[config.mk]
export PLATFORM = sky130hd
export DESIGN_NAME = uart_rx_collector
export DESIGN_NICKNAME = d
export VERILOG_FILES = /design/src/rtl/uart_rx_collector.sv
export SDC_FILE = /design/constraint.sdc
export NUM_CORES = 1
export LEC_CHECK = 0
export ABC_AREA = 1
export BUFFER_PORTS_ARGS = -buffer_cell sky130_fd_sc_hd__buf_2
export CAP_MARGIN = 20
export CORE_ASPECT_RATIO = 1.4
export CORE_MARGIN = 4
export CORE_UTILIZATION = 50
export CTS_CLUSTER_DIAMETER = 100
export DETAILED_ROUTE_END_ITERATION = 6
export PLACE_DENSITY = 0.68
export SLEW_MARGIN = 0
export SYNTH_ARGS = -nofsm -noshare
export SYNTH_HDL_FRONTEND = slang
export SYNTH_SLANG_ARGS = --single-unit
[constraint.sdc]
create_clock -name i_clk -period 1.9 [get_ports i_clk]
set_clock_uncertainty 0.15 [all_clocks]
set_input_delay 0.285 -clock i_clk [delete_from_list [all_inputs] [get_ports i_clk]]
set_output_delay 0.285 -clock i_clk [all_outputs]
set_load 0.01 [all_outputs]
[src/rtl/uart_rx_collector.sv]
`default_nettype none
// ============================================================================
// Module      : uart_rx_collector
// Description : UART receiver that deserialises 8N1 frames (8E1 when the
//               UART_RX_PARITY_EN macro is defined) from an asynchronous RX
//               pin. Received bytes are buffered in a first-word-fall-through
//               FIFO and presented as an AXI-Stream master on the core clock.
// Revision    : 1.0 - initial release
// ============================================================================
module uart_rx_collector #(
    parameter int unsigned CLK_FREQ_HZ = 16000000,
    parameter int unsigned BAUD_RATE   = 57600,
    parameter int unsigned FIFO_AW     = 4,
    parameter logic [7:0]  LAST_CHAR   = 8'h0A
) (
    input  logic       i_clk,
    input  logic       i_rst,
    input  logic       i_uart_rx,
    output logic [7:0] o_tdata,
    output logic       o_tlast,
    output logic       o_tvalid,
    input  logic       i_tready,
    output logic       o_frame_err,
    output logic       o_overflow
);

    localparam int unsigned     c_DIV       = CLK_FREQ_HZ / BAUD_RATE;
    localparam int unsigned     c_CW        = $clog2(c_DIV);
    localparam logic [c_CW-1:0] c_LOAD_FULL = c_CW'(c_DIV - 1);
    localparam logic [c_CW-1:0] c_LOAD_HALF = c_CW'(c_DIV / 2 - 1);
    localparam int unsigned     c_DEPTH     = 2 ** FIFO_AW;

    typedef enum logic [2:0] {
        S_IDLE      = 3'd0,
        S_START     = 3'd1,
        S_DATA      = 3'd2,
        S_STOP      = 3'd3,
        S_WAIT_IDLE = 3'd4
`ifdef UART_RX_PARITY_EN
        , S_PARITY  = 3'd5
`endif
    } state_t;

    state_t              r_state;
    state_t              w_state_nxt;
    logic                r_rx_meta;
    logic                r_rx_s;
    logic [c_CW-1:0]     r_cnt;
    logic [2:0]          r_bit_idx;
    logic [7:0]          r_shift;
    logic                r_push_pend;
    logic [8:0]          r_push_data;
    logic                r_frame_err;
    logic                r_overflow;
    logic [FIFO_AW:0]    r_wr_ptr;
    logic [FIFO_AW:0]    r_rd_ptr;
    logic [8:0]          r_mem [c_DEPTH];
`ifdef UART_RX_PARITY_EN
    logic                r_par_err;
    logic                w_par_capture;
`endif

    logic                w_sample;
    logic                w_counting;
    logic                w_load_half;
    logic                w_shift;
    logic                w_push;
    logic                w_ferr;
    logic                w_empty;
    logic                w_full;
    logic                w_pop;
    logic                w_wr_en;
    logic                w_drop;
    logic [8:0]          w_head;

    assign w_sample = (r_cnt == '0);

    // Two-flop synchroniser; idles high so reset never looks like a start bit
    always_ff @(posedge i_clk) begin
        if (i_rst) begin
            r_rx_meta <= 1'b1;
            r_rx_s    <= 1'b1;
        end else begin
            r_rx_meta <= i_uart_rx;
            r_rx_s    <= r_rx_meta;
        end
    end

    // Frame FSM state register
    always_ff @(posedge i_clk) begin
        if (i_rst) begin
            r_state <= S_IDLE;
        end else begin
            r_state <= w_state_nxt;
        end
    end

    // Frame FSM next-state and per-cycle control strobes
    always_comb begin
        w_state_nxt   = r_state;
        w_counting    = 1'b0;
        w_load_half   = 1'b0;
        w_shift       = 1'b0;
        w_push        = 1'b0;
        w_ferr        = 1'b0;
`ifdef UART_RX_PARITY_EN
        w_par_capture = 1'b0;
`endif
        case (r_state)
            S_IDLE: begin
                if (!r_rx_s) begin
                    w_load_half = 1'b1;
                    w_state_nxt = S_START;
                end
            end
            S_START: begin
                w_counting = 1'b1;
                if (w_sample) begin
                    // A start bit that is gone by mid-bit was only a glitch
                    w_state_nxt = r_rx_s ? S_IDLE : S_DATA;
                end
            end
            S_DATA: begin
                w_counting = 1'b1;
                if (w_sample) begin
                    w_shift = 1'b1;
                    if (r_bit_idx == 3'd7) begin
`ifdef UART_RX_PARITY_EN
                        w_state_nxt = S_PARITY;
`else
                        w_state_nxt = S_STOP;
`endif
                    end
                end
            end
`ifdef UART_RX_PARITY_EN
            S_PARITY: begin
                w_counting = 1'b1;
                if (w_sample) begin
                    w_par_capture = 1'b1;
                    w_state_nxt   = S_STOP;
                end
            end
`endif
            S_STOP: begin
                w_counting = 1'b1;
                if (w_sample) begin
                    if (r_rx_s) begin
`ifdef UART_RX_PARITY_EN
                        w_push = !r_par_err;
                        w_ferr = r_par_err;
`else
                        w_push = 1'b1;
`endif
                        w_state_nxt = S_IDLE;
                    end else begin
                        // Low stop bit: reject and wait out a possible break
                        w_ferr      = 1'b1;
                        w_state_nxt = S_WAIT_IDLE;
                    end
                end
            end
            S_WAIT_IDLE: begin
                if (r_rx_s) begin
                    w_state_nxt = S_IDLE;
                end
            end
            default: w_state_nxt = S_IDLE;
        endcase
    end

    // Baud counter, bit index, shift register and push/error staging
    always_ff @(posedge i_clk) begin
        if (i_rst) begin
            r_cnt       <= '0;
            r_bit_idx   <= '0;
            r_shift     <= '0;
            r_push_pend <= 1'b0;
            r_push_data <= '0;
            r_frame_err <= 1'b0;
`ifdef UART_RX_PARITY_EN
            r_par_err   <= 1'b0;
`endif
        end else begin
            if (w_load_half) begin
                r_cnt <= c_LOAD_HALF;
            end else if (w_counting) begin
                r_cnt <= w_sample ? c_LOAD_FULL : r_cnt - c_CW'(1);
            end
            if (r_state == S_START) begin
                r_bit_idx <= '0;
            end else if (w_shift) begin
                r_bit_idx <= r_bit_idx + 3'd1;
            end
            if (w_shift) begin
                r_shift <= {r_rx_s, r_shift[7:1]};
            end
`ifdef UART_RX_PARITY_EN
            if (w_par_capture) begin
                r_par_err <= (^r_shift) ^ r_rx_s;
            end
`endif
            r_push_pend <= w_push;
            if (w_push) begin
                r_push_data <= {(r_shift == LAST_CHAR), r_shift};
            end
            r_frame_err <= w_ferr;
        end
    end

    assign w_empty  = (r_wr_ptr == r_rd_ptr);
    assign w_full   = (r_wr_ptr[FIFO_AW] != r_rd_ptr[FIFO_AW]) &&
                      (r_wr_ptr[FIFO_AW-1:0] == r_rd_ptr[FIFO_AW-1:0]);
    assign w_pop    = !w_empty && i_tready;
    // A pop in the same cycle frees the slot the push is about to reuse
    assign w_wr_en  = r_push_pend && (!w_full || w_pop);
    assign w_drop   = r_push_pend && w_full && !w_pop;
    assign w_head   = r_mem[r_rd_ptr[FIFO_AW-1:0]];

    // FIFO storage: 9-bit entries of {tlast, tdata}
    always_ff @(posedge i_clk) begin
        if (w_wr_en) begin
            r_mem[r_wr_ptr[FIFO_AW-1:0]] <= r_push_data;
        end
    end

    // FIFO pointers and overflow pulse
    always_ff @(posedge i_clk) begin
        if (i_rst) begin
            r_wr_ptr   <= '0;
            r_rd_ptr   <= '0;
            r_overflow <= 1'b0;
        end else begin
            if (w_wr_en) begin
                r_wr_ptr <= r_wr_ptr + 1'b1;
            end
            if (w_pop) begin
                r_rd_ptr <= r_rd_ptr + 1'b1;
            end
            r_overflow <= w_drop;
        end
    end

    // Head entry is masked to zero while empty so outputs are clean after reset
    assign o_tvalid    = !w_empty;
    assign o_tdata     = w_empty ? 8'h00 : w_head[7:0];
    assign o_tlast     = w_empty ? 1'b0  : w_head[8];
    assign o_frame_err = r_frame_err;
    assign o_overflow  = r_overflow;

endmodule
`default_nettype wire

==> results.cfg, run 1 <==
[flow_run]
cap_viol_max_count = 0

[global_route]
met3_usage_pct = 4.52
overflow = 0
top_usage_layer = met2
grt_max_degree = 45
grt_pass1_wl_um = 30300
gr-usage-all-layers_pct = 20.8
grt_use_met2_pct = 37.2
first_global_vias = 5921
antenna_found_initial = 0
grt_util_met1_pct = 24.3

[power]
peakVddDrop_v = 0.000822
pwr-share-clk_pct = 29.5
intPower_mw = 8.16
power_frac_seq_pct = 41.2
p_switching_mw = 3.85
finalPower_mw = 12.0
sw_frac_of_total_pct = 32.1
p_comb_share_pct = 29.3
p_leak_nw = 4.06
powerDensity_nw_per_um2 = 1140

[floorplan]
rows = 55
io-pin-count = 16
core_area_um2 = 16300
dieHeight_um = 161
start_util_pct = 51.3
design.die.area_um2 = 18900
die_w_um = 117

[worst_setup_path]
cp_max_fo = 9
cp-end-kind = output pin
path_class = reg2out
cp.required_ps = 1460
cp_data_arrival_time_ps = 1910
start_kind = flop

[clock_network]
cts_tree = done
cts_root_buffer = clkbuf_16
insertion_delay_ps = 440
numCtsBuffers = 17
clockBufferDepth = 2
clk_pin_slew_worst_paths_ps = 70
clkSinkCount = 195
htree_num_levels = 4

[logic_synthesis]
seq_area_frac_synth_pct = 63.9
synth-simple-area-share_pct = 20.8
muxShareOfSynthArea_pct = 0
synth_top_family_by_area = simple AND/OR/NAND/NOR gates
synth_seq_cells = 195
syn_area_um2 = 8370
syn_avg_cell_area_um2 = 9.88
yosysUniqueCellTypes = 32
synth_compound_area_share_pct = 7.55
yosysWarnings = 0
synthCells = 847
synth-xor-area-share_pct = 0.942
synth_nets = 859
synthAdderAreaFrac_pct = 1.20

[cells_and_area]
final_cell_mix = nor2_1 (150), edfxtp_1 (144), nand2_1 (129)
final_common_cell = nor2_1
insertedDiodeCount = 0
area_delta_synth_final_pct = 25.5
nNetsFinal = 954
drive_above_1_share_pct = 25.2

[detailed_routing]
vias = 6260
drt_iter0_drc = 606
avgRoutedWirePerCell_um = 18.2
antenna_left = 0
routed_via_density = 5.42
wl_um = 21000
post-route-drc-count = 0
detail_route.first_pass.iterations = 7

[timing]
max_freq_mhz = 426
drv_slew = 0
finalSetupTns_ps = -27130
timing.max_slew.rel_slack_pct = 56.4
setup_violations = 145
hold-worst-slack_ps = 51.2
worstMarginPinSlew_ps = 652
period_needed_ps = 2350
rsz0062_at_grt = yes
fin_crit_sh_pct = 124
final_hold_viol_count = 0
setup_ws_ps = -447

[place]
place_hpwl_um = 12200
place_congestion = 0.861
numPortBuffers = 15

[outcome]
violations = negative setup slack
outcome = complete, but fails checks

[hold_path]
hold_class = in2reg
-- synth_stat cells --
library cell,n,area (um^2)
buf_2,12,60.1
nor2_2,5,31.3
buf_1,5,18.8
o21a_1,1,7.51
nor2_1,174,653
o21ai_1,1,5.00
nor4_1,1,6.26
clkbuf_1,10,37.5
nand3_4,2,35.0
a21oi_1,39,195
clkinv_1,3,11.3
nor3_1,3,15.0
a21oi_2,1,8.76
nand2_1,142,533
ha_1,8,100
o21ai_0,68,340
xor2_1,9,78.8
nand3_1,56,280
inv_2,13,48.8
nand2_4,4,45.0
edfxtp_1,144,4320
inv_4,1,6.26
or2_2,3,18.8
nand2_2,7,43.8
dfxtp_1,51,1020
nand3b_1,3,22.5
nand4_1,2,12.5
inv_1,57,214
nor2_4,4,45.0
buf_6,3,33.8
buf_4,5,37.5
o211ai_1,10,75.1
-- state kept, by name, indices dropped and copies added, names as in the netlist, 3 cells and up, named ones only --
name and count:
r_shift 8, r_cnt 9, r_push_data 9, r_mem 144, r_state 3, r_wr_ptr 5, r_bit_idx 3, r_rd_ptr 5
-- critical path: stages (launching register included) --
cell	delay [ps]
dfxtp_4	380
buf_12	160
clkbuf_16	160
o211ai_1	250
nand3_1	120
nand2_1	80
nand2_1	60
nand2_1	80
nor2_1	60
buf_2	130
-- power groups by stage --
stage | combinational (mW) | sequential, mW | clock, mW
3_5_place_dp | 2.85 | 5.02 | 0
4_1_cts | 3.08 | 4.93 | 3.59
6_report | 3.52 | 4.94 | 3.54
2_1_floorplan | 2.04 | 4.99 | 0
5_1_grt | 3.90 | 4.96 | 3.77
3_3_place_gp | 2.81 | 5.01 | 0
-- final cells by class --
type | instances | area (um^2)
fillers | 1223 | 5810
flip-flops and latches | 195 | 5370
multi-input cells | 545 | 2850
repair buffers | 109 | 1150
clock buffers | 19 | 433
inverters | 74 | 300
well taps | 199 | 249
clock inverters | 13 | 150
-- cell families (layout without fill, tap and decap cells) --
family | count (synthesis) | count (layout)
AO/OA/AOI/OAI | 120 | 120
XOR/XNOR | 9 | 9
adder cells (fa/ha/maj) | 8 | 8
buffers and inverters | 109 | 215
flip-flops | 195 | 195
AND/OR/NAND/NOR | 406 | 408
-- worst paths after layout --
kind	from	end	slack (ps)	cells after the start
hold / removal	i_tready	r_rd_ptr[4]$_SDFFE_PP0N_	50	3
setup reg to reg	r_wr_ptr[1]$_SDFFE_PP0P_	r_mem[10][0]$_DFFE_PP_	-200	13
setup / recovery	flop	o_tdata[5]	-450	9
hold reg to reg	r_rx_meta$_SDFF_PP1_	r_rx_s$_SDFF_PP1_	260	1
-- through the flow --
| stage | area (um^2) | cells | setup slack, ps | utilization (%) |
|---|---|---|---|---|
| after floorplan | 8370 | 847 | -64.7 | - |
| after global placement | 9050 | 1084 | -83.9 | 55.5 |
| after detailed placement | 9050 | 1084 | -128 | 55.5 |
| after CTS | 9820 | 1126 | -410 | 60.2 |
| after global routing | 10500 | 1154 | -511 | 64.4 |
| final | 10500 | 1154 | -447 | 64.4 |
-- timing repair --
| item | 4_1_cts | 5_1_grt |
|---|---|---|
| resized for setup | 45 | 128 |
| hold buffers | 2 | 0 |
| setup buffers | 6 | 13 |
| setup endpoints to repair | 10 | 158 |
| endpoints found under the hold margin | 5 | 0 |
| pin swaps | 15 | 25 |
| cloned | 2 | 19 |
-- layer usage --
metal  part of all wire, %  vias up
met1                    38     2962
met5                     0        -
met2                    53      237
li1                      -     3022
met4                   2.6        0
met3                   6.5       39
Power figures use the tool's default switching activity.
==> run 2, diff against run 1 <==
- SKIP_CTS_REPAIR_TIMING: unset -> 1
==> run 2 against run 1 <==
  * The run still ends with negative setup slack left
  * Power shrank 2.3%
  * Global-route usage shrank 0.75 points
  * Sequential power is essentially flat
  * Final area shrank 3.9%
  * Register-to-register slack gained 250 ps
  * Clock power is essentially flat
  * Cell count shrank 1.5%
  * Worst setup slack gained 26 ps
  * Count of clock-buffer cells in the layout is the same
  * Combinational power shrank 6.8%
==> results.cfg, run 2 (synthesized netlist as in run 1, its figures left out) <==
[worst_setup_path]
start_kind = flop
cp_data_arrival_time_ps = 1890
cp.required_ps = 1460
cp_max_fo = 9
path_class = reg2out
cp-end-kind = output pin

[global_route]
gr-usage-all-layers_pct = 20.1
first_global_vias = 5783
grt_pass1_wl_um = 29300
grt_max_degree = 45
overflow = 0
antenna_found_initial = 0

[hold_path]
hold_class = in2reg

[detailed_routing]
wl_um = 19600
avgRoutedWirePerCell_um = 17.3
vias = 6023
detail_route.first_pass.iterations = 5
antenna_left = 0
drt_iter0_drc = 552
post-route-drc-count = 0
routed_via_density = 5.30

[floorplan]
io-pin-count = 16
rows = 55
design.die.area_um2 = 18900
dieHeight_um = 161
die_w_um = 117
core_area_um2 = 16300
start_util_pct = 51.3

[cells_and_area]
multi_input_area_um2 = 2710
area_delta_synth_final_pct = 20.6
final_common_cell = nor2_1
fin_cells = 1137
drive_above_1_share_pct = 22.5
largest_register_ffs = 144
insertedDiodeCount = 0
nFillCells = 1309
final_cell_mix = nor2_1 (162), edfxtp_1 (144), nand2_1 (130)
regArea_um2 = 5370
nNetsFinal = 937

[clock_network]
htree_num_levels = 4
clockBufferDepth = 2
cts_tree = done
clk_pin_slew_worst_paths_ps = 60
insertion_delay_ps = 440
clkSinkCount = 195
numCtsBuffers = 17
cts_root_buffer = clkbuf_16

[flow_run]
cap_viol_max_count = 0

[power]
peakVddDrop_v = 0.000836
powerDensity_nw_per_um2 = 1160
p_leak_nw = 3.97

[timing]
setup_violations = 10
fin_crit_sh_pct = 122
max_freq_mhz = 431
period_needed_ps = 2320
worstMarginPinSlew_ps = 610
timing.max_slew.rel_slack_pct = 59.3
rsz0062_at_grt = yes
final_hold_viol_count = 0
finalSetupTns_ps = -3470
drv_slew = 0
setup_ws_ps = -421

[outcome]
outcome = complete, but fails checks
violations = negative setup slack

[place]
place_congestion = 0.861
dpl.cell_count = 1084
numPortBuffers = 15
place_hpwl_um = 12200
run 2: cell types whose count changed in the layout (fill, tap and decap cells not counted), sizes merged:
cell,previous run,this run
clkbuf,25,23
nor2,184,183
clkinv,6,5
inv,75,76
buf,101,87
run 2: layer usage:
metal  up-vias  GRT usage [%]  wire length, um
met5         -              0                0
met4         0           7.90              475
met3        44           4.48              984
met2       184           36.3            10300
met1      2823           23.2             7830
li1       2972              -                -
run 2: final cells by class:
| cell class | count | share of cell area, % |
|---|---|---|
| clock buffer | 19 | 4.29 |
| clock inverter | 13 | 1.49 |
| inverter | 74 | 2.93 |
| multi-input combinational | 544 | 26.8 |
| sequential | 195 | 53.2 |
| tap | 199 | 2.47 |
| timing repair buffer | 93 | 8.74 |
run 2: report_power, final:
part | internal, mW | total [mW] | switching [mW]
sequential | 4.75 | 4.94 | 0.187
clock | 1.96 | 3.52 | 1.56
combinational | 1.29 | 3.28 | 1.99
run 2: path summary, 6_finish.rpt:
check / startpoint / to / slack (ps) / cells past startpoint
worst min-delay path: i_tready / r_rd_ptr[4]$_SDFFE_PP0N_ / 50 / 3
worst max-delay path: flop / o_tdata[5] / -420 / 9
worst max register to register: r_wr_ptr[4]$_SDFFE_PP0P_ / r_mem[3][1]$_DFFE_PP_ / 50 / 10
worst min register to register: r_rx_meta$_SDFF_PP1_ / r_rx_s$_SDFF_PP1_ / 260 / 1
run 2: stage by stage:
stage / hold slack [ps] / setup WS [ps] / util, % / total power, mW / area [um^2]
6_report: 54.4 / -421 / 61.9 / 11.7 / 10100
5_1_grt: 54.5 / -508 / 61.9 / 12.4 / 10100
4_1_cts: -141 / -613 / 59.0 / 11.4 / 9630
3_5_place_dp: 250 / -128 / 55.5 / 7.87 / 9050
3_3_place_gp: 244 / -83.9 / 55.5 / 7.82 / 9050
2_1_floorplan: 239 / -64.7 / - / 7.03 / 8370
run 2: worst max-delay path, stage by stage, from the launching register on:
cell and delay (ps):
dfxtp_4 370, buf_12 150, clkbuf_16 160, o211ai_1 250, nand3_1 110, nand2_1 70
nand2_1 60, nand2_1 80, nor2_1 60, buf_2 130
